`config.mk`:
```
export PLATFORM = sky130hd
export DESIGN_NAME = mem_access_ctrl
export DESIGN_NICKNAME = d
export VERILOG_FILES = /design/src/rtl/mem_access_ctrl.sv
export SDC_FILE = /design/constraint.sdc
export NUM_CORES = 1
export LEC_CHECK = 0
export BUFFER_PORTS_ARGS = -buffer_cell sky130_fd_sc_hd__buf_4
export CORE_MARGIN = 5
export CORE_UTILIZATION = 29
export CTS_CLUSTER_DIAMETER = 50
export DETAILED_ROUTE_END_ITERATION = 10
export GPL_ROUTABILITY_DRIVEN = 1
export HOLD_SLACK_MARGIN = 0.02
export PLACE_DENSITY_LB_ADDON = 0.3
export RECOVER_POWER = 100
export SETUP_SLACK_MARGIN = 0.1
export SLEW_MARGIN = 10
export SYNTH_ARGS = -nofsm -noshare
export SYNTH_HDL_FRONTEND = slang
export SYNTH_SLANG_ARGS = --single-unit
```
`constraint.sdc`:
```
create_clock -name clk -period 2.8 [get_ports clk]
set_input_delay 0.56 -clock clk [delete_from_list [all_inputs] [get_ports clk]]
set_output_delay 0.56 -clock clk [all_outputs]
set_load 0.02 [all_outputs]
```
`src/rtl/mem_access_ctrl.sv`:
```
// Round-robin two-port arbiter and little-endian byte sequencer in front of the byte-cell generic_mem.
// Optional feature macro MEM_CTRL_ALIGN_CHECK_EN: reserved sizes and misaligned accesses end in err without strobes.
module mem_access_ctrl #(
  parameter int log2_number_of_cells = 8,
  parameter int cell_size            = 8
) (
  input  logic                            clk,
  input  logic                            rst,
  input  logic                            r0_req,
  input  logic [log2_number_of_cells-1:0] r0_addr,
  input  logic [1:0]                      r0_size,
  input  logic                            r0_we,
  input  logic [31:0]                     r0_wdata,
  output logic                            r0_gnt,
  output logic                            r0_done,
  output logic [31:0]                     r0_rdata,
  output logic                            r0_err,
  input  logic                            r1_req,
  input  logic [log2_number_of_cells-1:0] r1_addr,
  input  logic [1:0]                      r1_size,
  input  logic                            r1_we,
  input  logic [31:0]                     r1_wdata,
  output logic                            r1_gnt,
  output logic                            r1_done,
  output logic [31:0]                     r1_rdata,
  output logic                            r1_err,
  output logic [log2_number_of_cells-1:0] mem_addr_bus,
  output logic [cell_size-1:0]            mem_data_bus_in,
  input  logic [cell_size-1:0]            mem_data_bus_out,
  output logic                            mem_we,
  output logic                            mem_re
);
  localparam int AW = log2_number_of_cells;

  typedef enum logic [1:0] {ST_IDLE, ST_XFER, ST_DRAIN, ST_DONE} state_t;

  state_t                r_state, w_state_nxt;
  logic                  r_ptr, r_id, r_we;
  logic [2:0]            r_k, r_n;
  logic [31:0]           r_wshift, r_rbuf, r_rdata0, r_rdata1;
  logic [AW-1:0]         r_mem_addr;
  logic [cell_size-1:0]  r_mem_wdata;

  logic                  w_any, w_sel, w_grant, w_bad, w_last, w_done;
  logic [AW-1:0]         w_addr;
  logic [1:0]            w_size;
  logic                  w_we;
  logic [31:0]           w_wdata;
  logic [2:0]            w_n;
  logic [1:0]            w_cap_idx;
  logic [31:0]           w_rbuf_nxt;

  // Request mux: the pointer only matters when both sides ask at once.
  always_comb begin
    w_any   = r0_req | r1_req;
    w_sel   = (r0_req & r1_req) ? r_ptr : r1_req;
    w_addr  = w_sel ? r1_addr  : r0_addr;
    w_size  = w_sel ? r1_size  : r0_size;
    w_we    = w_sel ? r1_we    : r0_we;
    w_wdata = w_sel ? r1_wdata : r0_wdata;
    case (w_size)
      2'b00:   w_n = 3'd1;
      2'b01:   w_n = 3'd2;
      default: w_n = 3'd4;
    endcase
  end

`ifdef MEM_CTRL_ALIGN_CHECK_EN
  logic r_err;
  assign w_bad  = (w_size == 2'b11) ||
                  ((w_size == 2'b01) && w_addr[0]) ||
                  ((w_size == 2'b10) && (w_addr[1:0] != 2'b00));
  assign r0_err = r0_done & r_err;
  assign r1_err = r1_done & r_err;
`else
  assign w_bad  = 1'b0;
  assign r0_err = 1'b0;
  assign r1_err = 1'b0;
`endif

  // Memory answers one cycle after the strobe, so the byte arriving now belongs to index k-1.
  always_comb begin
    w_last     = (r_k == (r_n - 3'd1));
    w_cap_idx  = r_k[1:0] - 2'd1;
    w_rbuf_nxt = r_rbuf;
    w_rbuf_nxt[{w_cap_idx, 3'b000} +: 8] = mem_data_bus_out;
  end

  always_comb begin
    w_state_nxt = r_state;
    w_grant     = 1'b0;
    mem_we      = 1'b0;
    mem_re      = 1'b0;
    case (r_state)
      ST_IDLE: begin
        if (w_any && !rst) begin
          w_grant     = 1'b1;
          w_state_nxt = w_bad ? ST_DONE : ST_XFER;
        end
      end
      ST_XFER: begin
        mem_we = r_we;
        mem_re = ~r_we;
        if (w_last) w_state_nxt = r_we ? ST_DONE : ST_DRAIN;
      end
      ST_DRAIN: w_state_nxt = ST_DONE;
      ST_DONE:  w_state_nxt = ST_IDLE;
      default:  w_state_nxt = ST_IDLE;
    endcase
  end

  assign w_done          = (r_state == ST_DONE);
  assign r0_gnt          = w_grant & ~w_sel;
  assign r1_gnt          = w_grant & w_sel;
  assign r0_done         = w_done & ~r_id;
  assign r1_done         = w_done & r_id;
  assign r0_rdata        = r_rdata0;
  assign r1_rdata        = r_rdata1;
  assign mem_addr_bus    = r_mem_addr;
  assign mem_data_bus_in = r_mem_wdata;

  always_ff @(posedge clk) begin
    if (rst) begin
      r_state     <= ST_IDLE;
      r_ptr       <= 1'b0;
      r_id        <= 1'b0;
      r_we        <= 1'b0;
      r_k         <= 3'd0;
      r_n         <= 3'd1;
      r_wshift    <= '0;
      r_rbuf      <= '0;
      r_rdata0    <= '0;
      r_rdata1    <= '0;
      r_mem_addr  <= '0;
      r_mem_wdata <= '0;
`ifdef MEM_CTRL_ALIGN_CHECK_EN
      r_err       <= 1'b0;
`endif
    end else begin
      r_state <= w_state_nxt;
      if (w_grant) begin
        r_ptr    <= ~w_sel;
        r_id     <= w_sel;
        r_we     <= w_we;
        r_n      <= w_n;
        r_k      <= 3'd0;
        r_wshift <= w_wdata;
        r_rbuf   <= '0;
`ifdef MEM_CTRL_ALIGN_CHECK_EN
        r_err    <= w_bad;
`endif
        if (!w_bad) begin
          r_mem_addr <= w_addr;
          if (w_we) r_mem_wdata <= w_wdata[cell_size-1:0];
        end
      end
      if (r_state == ST_XFER) begin
        r_k <= r_k + 3'd1;
        if (!r_we && (r_k != 3'd0)) r_rbuf <= w_rbuf_nxt;
        if (!w_last) begin
          r_mem_addr <= r_mem_addr + AW'(1);
          if (r_we) begin
            r_mem_wdata <= r_wshift[2*cell_size-1:cell_size];
            r_wshift    <= r_wshift >> cell_size;
          end
        end
      end
      if (r_state == ST_DRAIN) begin
        if (r_id) r_rdata1 <= w_rbuf_nxt;
        else      r_rdata0 <= w_rbuf_nxt;
      end
    end
  end
endmodule

```
Yosys cells after proc, flatten, opt, wreduce, memory -nomap -nowiden
Cells that the tools add are included.
{ "word_totals": {"register_bits": 155, "inputBits": 98, "wordCells": 78} }
{ "op_classes": {"n_addsub": 5, "eq_ne": 7, "n_shift": 2, "muxes": 32, "bitwise_logic": 9, "reduce_logical": 11} }
{ "ops": {"columns": ["operator", "count"], "rows": [
  ["$mux W32", 8],
  ["$mux W8", 9],
  ["$bwmux W32", 1],
  ["$shift A8 B7 Y32 const A", 1],
  ["$shiftx A8 B7 Y32", 1],
  ["$add A8 B1 Y8 const B", 1],
  ["$pmux W2 S4", 1],
  ["$mux W1", 7],
  ["$neg A5 Y7", 1],
  ["$mux W2", 3],
  ["$mux W3", 2],
  ["$pmux W3 S2", 1],
  ["$reduce_and A2 Y1", 3],
  ["$and A1 B1 Y1", 5],
  ["$eq A2 B1 Y1 const B", 2],
  ["$eq A2 B2 Y1 const B", 2],
  ["$logic_not A2 Y1", 2],
  ["$ne A2 B2 Y1 const B", 2],
  ["$add A3 B1 Y3 const B", 1],
  ["$eq A3 B3 Y1", 1],
  ["$not A1 Y1", 3],
  ["$reduce_bool A3 Y1", 1],
  ["$sub A3 B1 Y3 const B", 1],
  ["$logic_and A1 B1 Y1", 2],
  ["4 further kinds", 5]
]} }

Longest topological paths before layout
Gate-level depths: netlist (run 1).
{ "logic_depth": {"ltp_word": 8, "mapped_depth": 10, "ltp_nobuf": 7} }

Worst setup path after synthesis (run 1)
No wires, ideal clock.
{ "synth_timing": {"path_type": "flip-flop to flip-flop", "from": "reg r_state[1]", "to": "reg r_rbuf[10]", "setup_time_ns": 0.128, "arrival_time_ns": 2.044, "required_ns": 2.672, "setup_slack_ns": 0.629, "path_stages_with_launch": 11, "n_path_buf": 3, "synth_period_minus_slack_ns": 2.171, "path_cell_list": "dfxtp_1 > inv_1 > ha_1 > clkbuf_1 > nor2b_1 > o21ai_1 > and2_1 > clkbuf_1 > buf_2 > a2bb2oi_1 > nor2_1"} }
{ "synth_between": {"elab_chain_len": 5} }
{ "synth_rtl": {"columns": ["element", "line", "rtl"], "rows": [
  ["start: declaration", "37", "state_t r_state, w_state_nxt;"],
  ["start signal: assignment", "140", "r_state <= w_state_nxt;"],
  ["$logic_not A2 Y1", "94", "case (r_state)"],
  ["$mux W1", "94", null],
  ["$mux W32", "141", "if (w_grant) begin"],
  ["$mux W32", "159", "if (!r_we && (r_k != 3'd0)) r_rbuf <= w_rbuf_nxt;"],
  ["$mux W32 *", "157", "if (r_state == ST_XFER) begin"],
  ["end signal: assignment", "159", null],
  ["end: declaration", "40", "logic [31:0] r_wshift, r_rbuf, r_rdata0, r_rdata1;"]
]} }
Every way passes the cells marked *; elsewhere a longest branch is shown, timed or not.
A chain may end at the register's enable or synchronous reset.

Final worst setup path (run 1)
{ "layout_timing": {"from": "reg r_state[0]", "to": "out r1_gnt"} }
{ "layout_between": {"elab_chain_len": 3} }
{ "layout_rtl": {"columns": ["element", "line", "rtl"], "rows": [
  ["$logic_not A2 Y1", "94", null],
  ["$mux W1", "94", null],
  ["$and A1 B1 Y1", "114", "assign r1_gnt = w_grant & w_sel;"],
  ["end: declaration", "23", "output logic r1_gnt,"]
]} }
No other way between the ends.

==> impl_metrics.tcl, run 1 <==
set metrics [dict create \
    criticalPathCategory "flop to primary output" \
    skew_ps 11.7 \
    drt_pre_antenna_iters 4 \
    ctsHtreeMaxLevel 4 \
    critical_path.reg2reg.startpoint "r_k[0]" \
    num_vias 6014 \
    tritoncts_clock_tree "built" \
    worstPathMaxFanout 5 \
    start_kind "flop" \
    setup_slack_ps 309 \
    power.share.switching 0.365 \
    timing.slew.headroom 0.0223 \
    required_time_of_the_critical_path_ps 2240 \
    placement.setup.worst_slack_ps 386 \
    core_region_area_sq_um 21800 \
    critical_hold_path_startpoint "r1_wdata[28]" \
    final_cells 1222 \
    post-route-period-util 0.890 \
    worst_ir_drop_vdd_v 0.000337 \
    drt_first_iter_violations 322 \
    timing.hold.worst_endpoint "r_wshift[28]" \
    top_level_ports 186 \
    area.growth.synth_to_final_pct 30.3 \
    finalSetupTns_ps 0 \
    synth-warning-count 0 \
    crit_path_end_kind "primary output" \
    cts_buffers 17 \
    antenna-diode-count 0 \
    fin_nets 1040 \
    detail_route.wl_per_cell_um 16.4 \
    power.density_cell_area_nw_per_um2 917 \
    floorplan.die.height_um 159 \
    routed_wire_length_mm 20.0 \
    all_layer_global_routing_usage 0.153 \
    mostFrequentLayoutCell "sky130_fd_sc_hd__nor2_1" \
    cell_depth_of_the_worst_flop_to_flop_path 9 \
    detail-route-antenna-nets 0 \
    initial_utilization 0.294 \
    synthDominantCellAreaShare 0.459 \
    cts-root-buf "sky130_fd_sc_hd__clkbuf_16" \
    synth_async_sr_flop_share 0 \
    maxSlewViolCount 0 \
    r2r_slack_ps 350 \
    floorplan.die_area_sq_um 25200 \
    setup_viol 0 \
    placement_rows 54 \
    timing.hold.worst.class "input pin to flop" \
    clock_share_of_power 0.315 \
    tightest_slew_ps 1470 \
    fraction_of_layout_instances_using_a_drive_strength_above_1 0.179 \
    first_global_vias 5801 \
    cts.hold.buffers_added 0 \
    netlist-cell-type-count 48 \
    synth_top_cell_by_area "sky130_fd_sc_hd__dfxtp_1" \
    synth_top_family_by_area "compound AO/OA/AOI/OAI gates" \
    status "complete, no violations" \
    power_leakage_nw 3.17 \
    postLayoutCoreUtil 0.383 \
    synth_compound_area_frac 0.240 \
    power.internal_mw 4.87 \
    initial_antenna_violation_count 0 \
    synthesis.instances 765 \
    clock_path_buffers 2 \
    cells_after_dpl 1190 \
    clock_latency_on_the_worst_skew_pair_ps 420 \
    pwr-share-comb 0.325 \
    avgViaCountPerCell 4.92 \
    layout_common_cells "sky130_fd_sc_hd__nor2_1 (161), sky130_fd_sc_hd__dfxtp_1 (147), sky130_fd_sc_hd__buf_4 (114)" \
    synthXorXnorAreaFrac 0.00780 \
    gpl.final_weighted_congestion 0.809 \
    synthAdderAreaFrac 0.0254 \
    critPathArrivalTime_ps 1930 \
    rsz0062_at_grt "no" \
    achievable-frequency_mhz 401 \
    power_frac_seq 0.360 \
    hpwlAfterDp_mm 14.2 \
    synth.top_cells.by_area "sky130_fd_sc_hd__dfxtp_1 (46%), sky130_fd_sc_hd__nor2_1 (9.4%), sky130_fd_sc_hd__a211oi_1 (7.5%), sky130_fd_sc_hd__a21oi_1 (4.4%), sky130_fd_sc_hd__nand2_1 (3.9%)" \
    post_synth_and_or_nand_nor_area_fraction 0.203 \
    max_cap_violations 0 \
    grt_max_degree 70 \
    cts.repair.resized 0 \
    first_pass_grt_wire_length_mm 31.9 \
    dieWidth_um 159 \
    syn_area_sq_um 6410 \
    post-route-drc-count 0 \
    cts.sinks 147 \
    commonest_register_cell_after_synthesis "sky130_fd_sc_hd__dfxtp_1" \
    synthesis.area_per_instance_sq_um 8.39 \
    final-hold-violation-count 0 \
    part_of_the_yosys_area_used_for_sequential_elements 0.459 \
    total_switching_power_mw 2.80 \
    endpoint_of_the_most_critical_register_to_register_path "r_rbuf[16]" \
    holdPathStages 3 \
    period_needed_ps 2490 \
    cts_setup_buffers 0 \
    postSynthRegisterBits 147 \
    portBuffers 183 \
    post_synth_edffs 0 \
    global_route.overflow_total 0 \
    clkTransAtPathRegs_ps 60 \
    synth.area.mux_share 0.0185 \
]
## kinds of logic after synthesis
kind of cell	after synthesis
AO/OA/AOI/OAI	222
other	1
AND/OR/NAND/NOR	297
buffers and inverters	70
adder cells (fa/ha/maj)	13
XOR/XNOR	4
flip-flops	147
multiplexers	11
## metrics by stage
step / area [sq um] / power, mW / hold WS (ps)
4_1_cts: 8700 / 7.98 / 389
2_1_floorplan: 6420 / 4.49 / 426
3_3_place_gp: 8080 / 5.51 / 448
6_report: 8360 / 7.67 / 409
3_5_place_dp: 8080 / 5.52 / 451
5_1_grt: 8360 / 8.17 / 398
## power by group through the flow
stage                     clock [mW]  combinational (mW)  sequential, mW
after detailed placement           0                2.71            2.81
after global routing            2.58                2.77            2.82
after floorplan                    0                1.48            3.01
after CTS                       2.49                2.73            2.77
final                           2.42                2.50            2.76
after global placement             0                2.70            2.81
## cell usage after synthesis (all sizes together), types with 2 or more instances
cell     instances
o22ai            8
o31ai            8
and2             9
a22oi            8
nor2           161
nand3            9
a21oi           56
ha              13
or3              2
inv              7
xnor2            3
buf             16
clkbuf          46
nor2b           31
a311oi          10
mux2             7
o21ai           10
nor3             3
a211oi          64
a22o            16
nand2           66
and3             3
nor3b            5
nand2b           3
a2bb2oi         16
mux2i            4
a31oi           19
dfxtp          147
## routing by layer
metal / GRT usage / wire [um] / share of wire / vias to the layer above
met2: 0.244 / 9300 / 0.46 / 112
met1: 0.206 / 9600 / 0.48 / 2847
li1: - / - / - / 3029
met4: 0.0508 / 459 / 0.023 / 0
met3: 0.0340 / 650 / 0.032 / 26
met5: 0 / 0 / 0 / -
## cell type report
class / count / area [sq um]
Fill cell: 2296 / 13500
Multi-Input combinational cell: 549 / 3200
Sequential cell: 147 / 2940
Timing Repair Buffer: 206 / 1210
Clock buffer: 20 / 457
Tap cell: 280 / 350
Clock inverter: 12 / 166
Inverter: 8 / 30.0
## worst max-delay path by stage
stage                          start           to
after floorplan           r_state[1]   r_rbuf[10]
after global placement        r_k[0]   r_rbuf[14]
after detailed placement      r_k[0]  r1_rdata[8]
after CTS                 r_state[0]       r0_gnt
after global routing          r_k[0]  r1_rdata[8]
final                     r_state[0]       r1_gnt
## worst max-delay path: stages, from the launching register on
cell,delay (ps)
sky130_fd_sc_hd__dfxtp_1,330
sky130_fd_sc_hd__inv_1,140
sky130_fd_sc_hd__ha_1,180
sky130_fd_sc_hd__nor2b_1,170
sky130_fd_sc_hd__o21ai_1,170
sky130_fd_sc_hd__nor2_1,290
sky130_fd_sc_hd__clkbuf_2,250
## registers in the layout, indices dropped and copies added, names as in the netlist
name and flops:
r0_rdata 32, r1_rdata 32, r_rbuf 32, r_wshift 24, mem_addr_bus 8, mem_data_bus_in 8, r_k 3, r_n 3
r_state 2, r_id 1, r_ptr 1, r_we 1
Note: power is estimated with default switching activity, not from simulation.
==> run 2: changes to the inputs <==
- RECOVER_POWER: 100 -> 25
==> impl_metrics.tcl, run 2 (synthesis results as in run 1) <==
set metrics [dict create \
    top_level_ports 186 \
    layout_common_cells "sky130_fd_sc_hd__nor2_1 (161), sky130_fd_sc_hd__buf_4 (148), sky130_fd_sc_hd__dfxtp_1 (147)" \
    achievable-frequency_mhz 402 \
    cp_top_family "buffers and inverters" \
    r2r_slack_ps 400 \
    cts_buffers 17 \
    dieWidth_um 159 \
    antenna-diode-count 0 \
    fill_cells 2270 \
    drt_pre_antenna_iters 5 \
    mostFrequentLayoutCell "sky130_fd_sc_hd__nor2_1" \
    post-route-period-util 0.889 \
    worstSetupPathDepth 7 \
    stdcell_area_sq_um 8480 \
    cts.hold.buffers_added 0 \
    status "complete, no violations" \
    criticalPathCategory "flop to primary output" \
    setup_viol 0 \
    critical_path.reg2reg.startpoint "r_k[0]" \
    num_vias 5981 \
    placement.setup.worst_slack_ps 386 \
    clock_share_of_power 0.311 \
    cell_depth_of_the_worst_flop_to_flop_path 6 \
    floorplan.die_area_sq_um 25200 \
    cts-root-buf "sky130_fd_sc_hd__clkbuf_16" \
    startpoint "r_state[0]" \
    maxSlewViolCount 0 \
    multi_input_comb_area_sq_um 3210 \
    cts.sinks 147 \
    portBuffers 183 \
    critPathMaxStageDelay_ps 330 \
    first_pass_grt_wire_length_mm 31.9 \
    setup_slack_ps 312 \
    detail-route-antenna-nets 0 \
    routed_wire_length_mm 20.0 \
    total_switching_power_mw 2.80 \
    clock_latency_on_the_worst_skew_pair_ps 420 \
    power_leakage_nw 3.30 \
    power_frac_seq 0.356 \
    area.growth.synth_to_final_pct 32.2 \
    cts_setup_buffers 0 \
    holdPathStages 3 \
    power.share.switching 0.361 \
    power.internal_mw 4.95 \
    critPathArrivalTime_ps 1930 \
    first_global_vias 5801 \
    core_region_area_sq_um 21800 \
    regArea_sq_um 2940 \
    detail_route.wl_per_cell_um 16.4 \
    post-route-drc-count 0 \
    critical_hold_path_startpoint "r1_wdata[28]" \
    pwr-share-comb 0.332 \
    power.density_cell_area_nw_per_um2 913 \
    floorplan.die.height_um 159 \
    clkTransAtPathRegs_ps 60 \
    tritoncts_clock_tree "built" \
    fin_nets 1040 \
    worst_ir_drop_vdd_v 0.000342 \
    detailed_place.area_sq_um 8080 \
    required_time_of_the_critical_path_ps 2240 \
    cp_slowest_cell "sky130_fd_sc_hd__dfxtp_1" \
    max_cap_violations 0 \
    global_route.overflow_total 0 \
    skew_ps 10.3 \
    all_layer_global_routing_usage 0.153 \
    timing.slew.headroom 0.356 \
    rsz0062_at_grt "no" \
    ctsHtreeMaxLevel 4 \
    path_cells "inv_1, ha_1, nor2b_1, o21ai_1, buf_4, nor2_1, buf_4" \
    critPathBufInv 3 \
    initial_utilization 0.294 \
    timing.critical_path.mode_cell "sky130_fd_sc_hd__buf_4" \
    timing.hold.ws_ps 411 \
    worstPathMaxFanout 5 \
    crit_path_end_kind "primary output" \
    finalSetupTns_ps 0 \
    final-hold-violation-count 0 \
    timing.hold.worst.class "input pin to flop" \
    grt_max_degree 70 \
    gpl.final_weighted_congestion 0.809 \
    period_needed_ps 2490 \
    start_kind "flop" \
    timing.hold.worst_endpoint "r_wshift[28]" \
    placement_rows 54 \
    hpwlAfterDp_mm 14.2 \
    initial_antenna_violation_count 0 \
    drt_first_iter_violations 277 \
    tightest_slew_ps 959 \
    clock_path_buffers 2 \
    cts.repair.resized 0 \
    fraction_of_layout_instances_using_a_drive_strength_above_1 0.210 \
    avgViaCountPerCell 4.89 \
    total_power_mw 7.75 \
    endpoint_of_the_most_critical_register_to_register_path "r1_rdata[15]" \
]
[run 2: cell types whose count changed in the layout (fill, tap and decap cells not counted), sizes merged]
cell,before,now
buf,114,148
clkbuf,112,78
[run 2: worst max path at each step]
stage                  end
5_1_grt             r0_gnt
2_1_floorplan   r_rbuf[10]
4_1_cts             r0_gnt
3_5_place_dp   r1_rdata[8]
6_report            r0_gnt
3_3_place_gp    r_rbuf[14]
[run 2: area by class of cell]
class                   count  share of cell area
well taps                 280              0.0413
clock buffers              20              0.0538
clock inverters            12              0.0196
flip-flops and latches    147               0.347
multi-input cells         549               0.378
repair buffers            206               0.157
inverters                   8             0.00354
[run 2: layer usage]
layer,global-route usage,routed length [um],share of wire,vias up
met5,0,0,0,-
met4,0.0508,461,0.023,0
met3,0.0340,972,0.049,28
met2,0.244,9290,0.46,141
met1,0.206,9280,0.46,2787
li1,-,-,-,3025
[run 2: through the flow]
stage           util  cells
6_report       0.389   1222
5_1_grt        0.389   1222
4_1_cts        0.399   1222
3_5_place_dp   0.370   1190
3_3_place_gp   0.370   1190
2_1_floorplan      -    766
[run 2: worst register-to-register path: stages (launching register included)]
cell                       delay, ps
sky130_fd_sc_hd__dfxtp_1         360
sky130_fd_sc_hd__inv_1           150
sky130_fd_sc_hd__ha_1            420
sky130_fd_sc_hd__nand2_1         100
sky130_fd_sc_hd__nor3_1          740
sky130_fd_sc_hd__a21oi_1         270
sky130_fd_sc_hd__a211oi_1        280
[run 2: power by group through the flow]
stage / clock network, mW / logic [mW] / registers, mW
6_report: 2.41 / 2.57 / 2.76
5_1_grt: 2.58 / 2.85 / 2.82
4_1_cts: 2.49 / 2.73 / 2.77
3_5_place_dp: 0 / 2.71 / 2.81
3_3_place_gp: 0 / 2.70 / 2.81
2_1_floorplan: 0 / 1.48 / 3.01
==> run 3: changes to the inputs <==
- ABC_AREA: unset -> 1
- GPL_TIMING_DRIVEN: unset -> 0
==> impl_metrics.tcl, run 3 <==
set metrics [dict create \
    drt_pre_antenna_iters 4 \
    period_needed_ps 2560 \
    synth_compound_area_frac 0.206 \
    hpwlAfterDp_mm 17.8 \
    required_time_of_the_critical_path_ps 2240 \
    cts_setup_buffers 0 \
    detail-route-antenna-nets 0 \
    synthesis.instances 1096 \
    path_cells "inv_1, ha_1, nand3_4, nor2_4, buf_4, buf_4" \
    cp_slowest_cell "sky130_fd_sc_hd__dfxtp_1" \
    global_route.overflow_total 0 \
    commonest_register_cell_after_synthesis "sky130_fd_sc_hd__dfxtp_1" \
    timing.hold.ws_ps 360 \
    synth_top_family_by_area "simple AND/OR/NAND/NOR gates" \
    timing.hold.worst.class "input pin to flop" \
    cells_after_dpl 1609 \
    ctsHtreeMaxLevel 4 \
    floorplan.die.height_um 169 \
    num_vias 7371 \
    cts_buffers 17 \
    maxSlewViolCount 0 \
    setup_viol 0 \
    clock_latency_on_the_worst_skew_pair_ps 430 \
    synth_top_cell_by_area "sky130_fd_sc_hd__dfxtp_1" \
    endpoint_of_the_most_critical_register_to_register_path "r_rbuf[11]" \
    timing.hold.worst_endpoint "r_wshift[29]" \
    synth-warning-count 0 \
    power.density_cell_area_nw_per_um2 867 \
    first_pass_grt_wire_length_mm 36.9 \
    floorplan.die_area_sq_um 28500 \
    part_of_the_yosys_area_used_for_sequential_elements 0.402 \
    critPathArrivalTime_ps 2000 \
    cts-root-buf "sky130_fd_sc_hd__clkbuf_16" \
    cts.hold.buffers_added 0 \
    cell_depth_of_the_worst_flop_to_flop_path 7 \
    synthDominantCellAreaShare 0.402 \
    r2r_slack_ps 580 \
    post_synth_and_or_nand_nor_area_fraction 0.222 \
    core_region_area_sq_um 25000 \
    status "complete, no violations" \
    postLayoutCoreUtil 0.378 \
    synthAdderAreaFrac 0.0222 \
    top_level_ports 186 \
    synth.area.mux_share 0 \
    routed_wire_length_mm 23.3 \
    layout_common_cells "sky130_fd_sc_hd__nand2_1 (235), sky130_fd_sc_hd__inv_1 (183), sky130_fd_sc_hd__dfxtp_1 (147)" \
    final-hold-violation-count 0 \
    synthMostInstantiatedCell "sky130_fd_sc_hd__nand2_1" \
    dieWidth_um 169 \
    critical_path.reg2reg.startpoint "r_k[0]" \
    final_cells 1641 \
    placement_rows 58 \
    portBuffers 182 \
    synth.top_cells.by_area "sky130_fd_sc_hd__dfxtp_1 (40%), sky130_fd_sc_hd__nand2_1 (12%), sky130_fd_sc_hd__inv_1 (9.4%), sky130_fd_sc_hd__o21ai_0 (8.6%), sky130_fd_sc_hd__a21oi_1 (7.2%)" \
    criticalPathCategory "flop to primary output" \
    rsz0062_at_grt "no" \
    fin_nets 1409 \
    tritoncts_clock_tree "built" \
    achievable-frequency_mhz 390 \
    fraction_of_layout_instances_using_a_drive_strength_above_1 0.154 \
    holdPathStages 3 \
    synthesis.area_per_instance_sq_um 6.67 \
    drt_first_iter_violations 436 \
    initial_antenna_violation_count 0 \
    detail_route.wl_per_cell_um 14.2 \
    post-route-period-util 0.916 \
    post_synth_edffs 0 \
    worstPathMaxFanout 10 \
    crit_path_end_kind "primary output" \
    avgViaCountPerCell 4.49 \
    start_kind "flop" \
    grt_max_degree 18 \
    cts.repair.resized 0 \
    skew_ps 9.89 \
    gpl.final_weighted_congestion 0.826 \
    post-route-drc-count 0 \
    post_synth_most_frequent_cells "sky130_fd_sc_hd__nand2_1 (235), sky130_fd_sc_hd__inv_1 (183), sky130_fd_sc_hd__dfxtp_1 (147)" \
    cts.sinks 147 \
    timing.critical_path.mode_cell "sky130_fd_sc_hd__buf_4" \
    syn_area_sq_um 7310 \
    first_global_vias 6977 \
    area.growth.synth_to_final_pct 29.4 \
    critical_hold_path_startpoint "r1_wdata[29]" \
    synth_async_sr_flop_share 0 \
    max_cap_violations 0 \
    critPathMaxStageDelay_ps 350 \
    finalSetupTns_ps 0 \
    tightest_slew_ps 657 \
    antenna-diode-count 0 \
    fill_cells 2725 \
    clock_path_buffers 2 \
    worst_ir_drop_vdd_v 0.000347 \
    synthXorXnorAreaFrac 0.00719 \
    mostFrequentLayoutCell "sky130_fd_sc_hd__nand2_1" \
    postSynthRegisterBits 147 \
    clkTransAtPathRegs_ps 70 \
    netlist-cell-type-count 36 \
    all_layer_global_routing_usage 0.162 \
    timing.slew.headroom 0.562 \
    power_leakage_nw 4.57 \
    initial_utilization 0.292 \
]
run 3: critical path: cells and delay by family (launching register included):
kind / cells / cell delay (ps)
flops: 1 / 350
fa+ha+maj: 1 / 250
simple gates: 2 / 420
buf+inv: 3 / 550
run 3: how the worst max path moves through the flow:
stage | startpoint | depth (start not counted) | endpoint | slack (ps)
2_1_floorplan | rst | 5 | r1_gnt | 910
3_3_place_gp | r0_req | 7 | r1_gnt | 430
3_5_place_dp | r0_req | 7 | r1_gnt | 420
4_1_cts | r_state[0] | 6 | r0_gnt | 190
5_1_grt | r_state[0] | 6 | r0_gnt | 110
6_report | r_state[0] | 6 | r0_gnt | 240
run 3: kinds of logic (layout without fill, tap and decap cells):
kind of cell	after synthesis	count (layout)
compound gates	277	277
fa+ha+maj	13	13
other cells	1	2
xor+xnor	6	6
buf+inv	252	466
flops	147	147
simple gates	400	400
run 3: stage by stage:
stage          total power [mW]  setup slack (ps)  area (sq um)
2_1_floorplan              4.93               906          7320
3_3_place_gp               6.08               428          9090
3_5_place_dp               6.13               425          9090
4_1_cts                    8.42               192          9680
5_1_grt                    8.82               113          9460
6_report                   8.20               236          9460
run 3: report_power, final:
part           switching (mW)  internal [mW]
clock                    1.09           1.19
combinational            2.04           1.05
sequential              0.289           2.54
run 3: routing by layer:
| layer | vias up | GRT usage | part of all wire |
|---|---|---|---|
| met4 | 0 | 0.0409 | 0.014 |
| met3 | 23 | 0.0418 | 0.059 |
| met5 | - | 0 | 0 |
| met2 | 200 | 0.278 | 0.48 |
| met1 | 3317 | 0.202 | 0.45 |
| li1 | 3831 | - | - |
run 3: cell type report:
class                           count  area [sq um]  share of cell area
Buffer                             62           303              0.0320
Inverter                          190           718              0.0759
Clock buffer                       17           425              0.0450
Sequential cell                   147          2940               0.311
Clock inverter                     15           158              0.0167
Multi-Input combinational cell    698          3350               0.354
Tap cell                          330           413              0.0436
Timing Repair Buffer              182          1150               0.121
